`config.mk`:
```
export PLATFORM = sky130hd
export DESIGN_NAME = divider_arbiter
export DESIGN_NICKNAME = d
export VERILOG_FILES = /design/src/rtl/divider_arbiter.sv
export SDC_FILE = /design/constraint.sdc
export NUM_CORES = 1
export LEC_CHECK = 0
export CAP_MARGIN = 30
export CORE_ASPECT_RATIO = 1.5
export CORE_MARGIN = 10
export CORE_UTILIZATION = 54
export DETAILED_ROUTE_END_ITERATION = 6
export PLACE_DENSITY_LB_ADDON = 0.15
export REMOVE_ABC_BUFFERS = 1
export SLEW_MARGIN = 20
export SYNTH_ARGS = -nofsm -noshare
export SYNTH_HDL_FRONTEND = slang
export SYNTH_SLANG_ARGS = --single-unit
```
`constraint.sdc`:
```
create_clock -name clk -period 5.9 [get_ports clk]
set_input_delay 0.59 -clock clk [delete_from_list [all_inputs] [get_ports clk]]
set_output_delay 0.59 -clock clk [all_outputs]
set_load 0.02 [all_outputs]
```
`src/rtl/divider_arbiter.sv`:
```
`default_nettype none
// ============================================================================
// Module   : divider_arbiter
// Purpose  : Round-robin arbiter in front of one shared iterative restoring
//            divider (one quotient bit per cycle). The result returns with
//            the owning requester's index over a valid/ready handshake.
// Ports    : clk, rst_n            - clock, async active-low reset
//            req_valid/req_ready   - per-requester request strobe / grant
//            req_a/req_b           - packed dividends/divisors, SIZE each
//            resp_valid/resp_ready - result handshake
//            resp_id/q/r/dbz       - owner, quotient, remainder, div-by-zero
// Revision : 1.0 - initial release
// ============================================================================
module divider_arbiter #(
  parameter int SIZE = 8,
  parameter int NREQ = 2,
  parameter int IDW  = 3
) (
  input  logic                 clk,
  input  logic                 rst_n,
  input  logic [NREQ-1:0]      req_valid,
  output logic [NREQ-1:0]      req_ready,
  input  logic [NREQ*SIZE-1:0] req_a,
  input  logic [NREQ*SIZE-1:0] req_b,
  output logic                 resp_valid,
  input  logic                 resp_ready,
  output logic [IDW-1:0]       resp_id,
  output logic [SIZE-1:0]      resp_q,
  output logic [SIZE-1:0]      resp_r,
  output logic                 resp_dbz
);

  localparam int              CW         = $clog2(SIZE + 1);
  localparam logic [CW-1:0]   C_CNT_INIT = CW'(SIZE);
  localparam logic [CW-1:0]   C_CNT_LAST = CW'(1);

  typedef enum logic [1:0] {
    S_IDLE = 2'd0,
    S_CALC = 2'd1,
    S_DONE = 2'd2
  } state_t;

  state_t          r_state;
  state_t          w_state_nxt;

  logic [IDW-1:0]  r_ptr;
  logic [IDW-1:0]  r_id;
  logic [SIZE-1:0] r_a;
  logic [SIZE-1:0] r_b;
  logic [SIZE-1:0] r_q;
  logic [SIZE:0]   r_p;
  logic [CW-1:0]   r_cnt;

  logic            r_resp_valid;
  logic [IDW-1:0]  r_resp_id;
  logic [SIZE-1:0] r_resp_q;
  logic [SIZE-1:0] r_resp_r;
  logic            r_resp_dbz;

  logic            w_found;
  logic [IDW-1:0]  w_win;
  logic [NREQ-1:0] w_grant;
  logic [SIZE-1:0] w_win_a;
  logic [SIZE-1:0] w_win_b;
  logic            w_accept;
  logic [IDW-1:0]  w_ptr_nxt;

  logic [SIZE:0]   w_p_shift;
  logic            w_p_ge;
  logic [SIZE:0]   w_p_sub;
  logic [SIZE-1:0] w_q_shift;
  logic            w_calc_last;

  // Round-robin search: outer loop walks priority order starting at r_ptr,
  // inner loop picks the matching requester so every index is a loop constant.
  always_comb begin
    w_found = 1'b0;
    w_win   = '0;
    w_grant = '0;
    w_win_a = '0;
    w_win_b = '0;
    for (int k = 0; k < NREQ; k++) begin
      for (int i = 0; i < NREQ; i++) begin
        if (!w_found && req_valid[i] && (i == ((int'(r_ptr) + k) % NREQ))) begin
          w_found    = 1'b1;
          w_win      = IDW'(i);
          w_grant[i] = 1'b1;
          w_win_a    = req_a[i*SIZE +: SIZE];
          w_win_b    = req_b[i*SIZE +: SIZE];
        end
      end
    end
  end

  // Grant is masked while reset is held so no requester sees a false accept.
  assign w_accept  = (r_state == S_IDLE) && w_found && rst_n;
  assign req_ready = w_accept ? w_grant : '0;
  assign w_ptr_nxt = (int'(w_win) == NREQ - 1) ? '0 : w_win + IDW'(1);

  // One restoring-division step. The partial remainder is shifted as a whole
  // so its top bit simply drops out; after a subtract it always fits SIZE bits.
  assign w_p_shift   = (r_p << 1) | (SIZE+1)'(r_a[SIZE-1]);
  assign w_p_ge      = (w_p_shift >= {1'b0, r_b});
  assign w_p_sub     = w_p_ge ? (w_p_shift - {1'b0, r_b}) : w_p_shift;
  assign w_q_shift   = (r_q << 1) | SIZE'(w_p_ge);
  assign w_calc_last = (r_cnt == C_CNT_LAST);

  always_ff @(posedge clk or negedge rst_n) begin
    if (!rst_n) begin
      r_state <= S_IDLE;
    end else begin
      r_state <= w_state_nxt;
    end
  end

  always_comb begin
    w_state_nxt = r_state;
    case (r_state)
      S_IDLE: begin
        if (w_accept) begin
          w_state_nxt = (w_win_b == '0) ? S_DONE : S_CALC;
        end
      end
      S_CALC: begin
        if (w_calc_last) begin
          w_state_nxt = S_DONE;
        end
      end
      S_DONE: begin
        if (resp_ready) begin
          w_state_nxt = S_IDLE;
        end
      end
      default: w_state_nxt = S_IDLE;
    endcase
  end

  always_ff @(posedge clk or negedge rst_n) begin
    if (!rst_n) begin
      r_ptr        <= '0;
      r_id         <= '0;
      r_a          <= '0;
      r_b          <= '0;
      r_q          <= '0;
      r_p          <= '0;
      r_cnt        <= '0;
      r_resp_valid <= 1'b0;
      r_resp_id    <= '0;
      r_resp_q     <= '0;
      r_resp_r     <= '0;
      r_resp_dbz   <= 1'b0;
    end else begin
      case (r_state)
        S_IDLE: begin
          if (w_accept) begin
            r_ptr <= w_ptr_nxt;
            r_id  <= w_win;
            r_a   <= w_win_a;
            r_b   <= w_win_b;
            r_q   <= '0;
            r_p   <= '0;
            r_cnt <= C_CNT_INIT;
            // Zero divisor skips the iteration and presents the result now.
            if (w_win_b == '0) begin
              r_resp_valid <= 1'b1;
              r_resp_id    <= w_win;
              r_resp_q     <= '1;
              r_resp_r     <= w_win_a;
              r_resp_dbz   <= 1'b1;
            end
          end
        end
        S_CALC: begin
          r_p   <= w_p_sub;
          r_a   <= r_a << 1;
          r_q   <= w_q_shift;
          r_cnt <= r_cnt - CW'(1);
          if (w_calc_last) begin
            r_resp_valid <= 1'b1;
            r_resp_id    <= r_id;
            r_resp_q     <= w_q_shift;
            r_resp_r     <= w_p_sub[SIZE-1:0];
            r_resp_dbz   <= 1'b0;
          end
        end
        S_DONE: begin
          if (resp_ready) begin
            r_resp_valid <= 1'b0;
          end
        end
        default: ;
      endcase
    end
  end

  assign resp_valid = r_resp_valid;
  assign resp_id    = r_resp_id;
  assign resp_q     = r_resp_q;
  assign resp_r     = r_resp_r;
  assign resp_dbz   = r_resp_dbz;

endmodule
`default_nettype wire

```
==> impl_metrics.env <==
export IMPL_ys_warn_count=0
export IMPL_initial_core_util_pct=55.8
export IMPL_via_per_inst=6.03
export IMPL_holdBufCountCts=0
export IMPL_hold_viol=0
export IMPL_irDropWorstVdd_uv=406
export IMPL_use_met1_pct=19.5
export IMPL_root_buffer="clkbuf_8"
export IMPL_synth_distinct_cells=60
export IMPL_wl_per_cell_um=18.2
export IMPL_start_kind="input pin"
export IMPL_hold_path_class="in2async"
export IMPL_fillers=484
export IMPL_preCtsSetupSlack_ns=2.47
export IMPL_stdcell_area_um2=4000
export IMPL_antenna_found_initial=0
export IMPL_worst_setup_path_type="in2out"
export IMPL_multi_input_area_um2=1610
export IMPL_grt_pass1_wl_um=14600
export IMPL_synth_area_um2=3250
export IMPL_power_density_nw_per_um2=544
export IMPL_diodes=0
export IMPL_dr_total_vias=2850
export IMPL_port_buffers=57
export IMPL_syn_area_per_cell_um2=9.35
export IMPL_ff_latch_area_um2=1450
export IMPL_reg2reg_slack_ns=3.36
export IMPL_drc=0
export IMPL_drt_iter0_drc=173
export IMPL_synth_top_cell_area_share_pct=44.6
export IMPL_grt_util_met3_pct=5.17
export IMPL_cts_max_level=3
export IMPL_area_delta_synth_final_pct=23.0
export IMPL_worst_pin_slew_ns=0.953
export IMPL_setup_viol=0
export IMPL_wl_um=8600
export IMPL_clock_skew_ns=0.00825
export IMPL_fin_ws_ns=2.48
export IMPL_status="complete, no violations"
export IMPL_cts_tree="yes"
export IMPL_synthArstFlopShare_pct=100
export IMPL_synth_area_leader_cell="dfrtp_1"
export IMPL_worstSkewPairLatency_ns=0.34
export IMPL_finalMaxSlewViolations=0
export IMPL_io_pins=60
export IMPL_dp_hpwl_um=6370
export IMPL_placed_area_um2=3830
export IMPL_synthTopCellsByCount="dfrtp_1 (58), nand2_1 (28), o21ai_0 (24)"
export IMPL_grt_usage_pct=18.5
export IMPL_hold_ws_ns=0.388
export IMPL_fp_dieW_um=83.4
export IMPL_globalRoute_totalOverflow=0
export IMPL_crit_start="req_valid[1]"
export IMPL_grt_busiest_layer="met2"
export IMPL_clk_pin_slew_ns=0.07
export IMPL_gr_usage_met2_pct=32.8
export IMPL_max_clock_freq_ghz=0.293
export IMPL_required_ns=5.31
export IMPL_postSynthCellCount=348
export IMPL_dieArea_um2=9590
export IMPL_leakage_nw=1.69
export IMPL_postCtsSetupRepairBufs=0
export IMPL_setup_tns_ns=0
export IMPL_finalCritPeriodShare_pct=57.9
export IMPL_worstPathArrival_ns=2.83
export IMPL_grt_pass1_vias=3051
export IMPL_core_um2=5830
export IMPL_nets=444
export IMPL_maxSlewHeadroom_pct=36.5
export IMPL_synth_edf_count=0
export IMPL_die_h_um=115
export IMPL_drv_cap=0
export IMPL_yosysSeqAreaShare_pct=44.6
export IMPL_drive_gt1_share_pct=9.73
export IMPL_cp_end_kind="output pin"
export IMPL_ant_nets=0
export IMPL_rows=34
export IMPL_cts_resized=0
export IMPL_rr_endpoint="resp_r[2]$_DFFE_PN0P_"
export IMPL_ys_flop_type="dfrtp_1"
export IMPL_gp_congestion=0.852
export IMPL_ys_top_cells_by_area="dfrtp_1 (45%), ha_1 (3.8%), o21ai_0 (3.7%)"
export IMPL_final_util_pct=68.7
export IMPL_synth_most_common_cell="dfrtp_1"
export IMPL_path_max_fanout=14
export IMPL_grt_setup_unrepaired="no"
export IMPL_ys_ff_latch=58
export IMPL_grt_max_degree=60
export IMPL_worst_r2r_path_depth=6
export IMPL_cts_buffers=9
export IMPL_cts_sinks=58
export IMPL_clockBufferDepth=2
export IMPL_fin_crit_ns=3.42
export IMPL_worst_r2r_startpoint="r_ptr[0]$_DFFE_PN0P_"
export IMPL_firstDrtPassIters=4
## power breakdown
part           total, mW  leakage [nW]  internal, mW  switching (mW)
logic               1.17         0.907         0.480           0.689
registers          0.693         0.702         0.575           0.118
clock network      0.316        0.0810         0.150           0.166
total               2.18          1.69          1.20           0.973
## layout by cell type, fill, tap and decap left out, types with 3 or more instances in the layout
cell type and n:
clkinvlp_4 3, a41oi_1 7, o21ai_0 24, nand2_1 28, nand3_1 15, nor2b_1 4
dfrtp_1 58, clkinv_2 3, nand4_1 6, nor3_1 23, o211ai_1 3, a21o_1 3
a221oi_1 9, ha_1 10, a32oi_1 6, a21oi_1 18, a31oi_1 10, nor3b_1 3
clkbuf_8 9, inv_1 21, clkdlybuf4s50_1 56, nor2_1 17, nand2b_1 3, nor4_1 5
or2_2 5, buf_4 5
## worst max-delay path by stage
stage / end / slack, ns / depth (start not counted)
final: req_ready[1] / 2.48 / 5
after global routing: req_ready[1] / 2.32 / 5
after CTS: req_ready[1] / 2.47 / 5
after detailed placement: resp_r[0]$_DFFE_PN0P_ / 2.47 / 9
after global placement: req_ready[1] / 2.53 / 5
after floorplan: resp_r[1]$_DFFE_PN0P_ / 2.73 / 4
## critical path, cell delays in order
cell	delay, ns
clkdlybuf4s50_1	0.72
and2_0	0.65
nand2_1	0.15
inv_1	0.10
clkdlybuf4s50_1	0.61
## sequential cells by signal (all words and copies together), names as in the netlist
| signal | cells |
|---|---|
| r_a | 8 |
| r_b | 8 |
| r_cnt | 4 |
| r_id | 1 |
| r_p | 8 |
| r_ptr | 1 |
| r_q | 7 |
| r_state | 2 |
| resp_dbz | 1 |
| resp_id | 1 |
| resp_q | 8 |
| resp_r | 8 |
| resp_valid | 1 |
## routing by layer
metal  share of wire, %  vias up
met2                 53       85
met3                5.8       22
li1                   -     1379
met4                3.3        0
met1                 38     1364
met5                  0        -
## kinds of logic after synthesis
group / Yosys count / synth area share (%)
compound gates: 108 / 24.8
other cells: 1 / 0.115
flops: 58 / 44.6
simple gates: 118 / 18.4
buf+inv: 47 / 6.23
fa+ha+maj: 11 / 4.46
xor+xnor: 4 / 1.08
mux: 1 / 0.308
## cell type report
type	count	share of cell area (%)
Sequential cell	58	36.3
Clock inverter	7	1.16
Timing Repair Buffer	62	15.1
Multi-Input combinational cell	244	40.2
Tap cell	72	2.25
Clock buffer	9	3.09
Inverter	21	1.97
## per-stage QoR
stage | total power [mW] | cells
finish | 2.18 | 473
detailed placement | 1.87 | 457
floorplan | 1.47 | 323
global placement | 1.83 | 457
global route | 2.35 | 473
CTS | 2.19 | 473
Power figures use the tool's default switching activity.
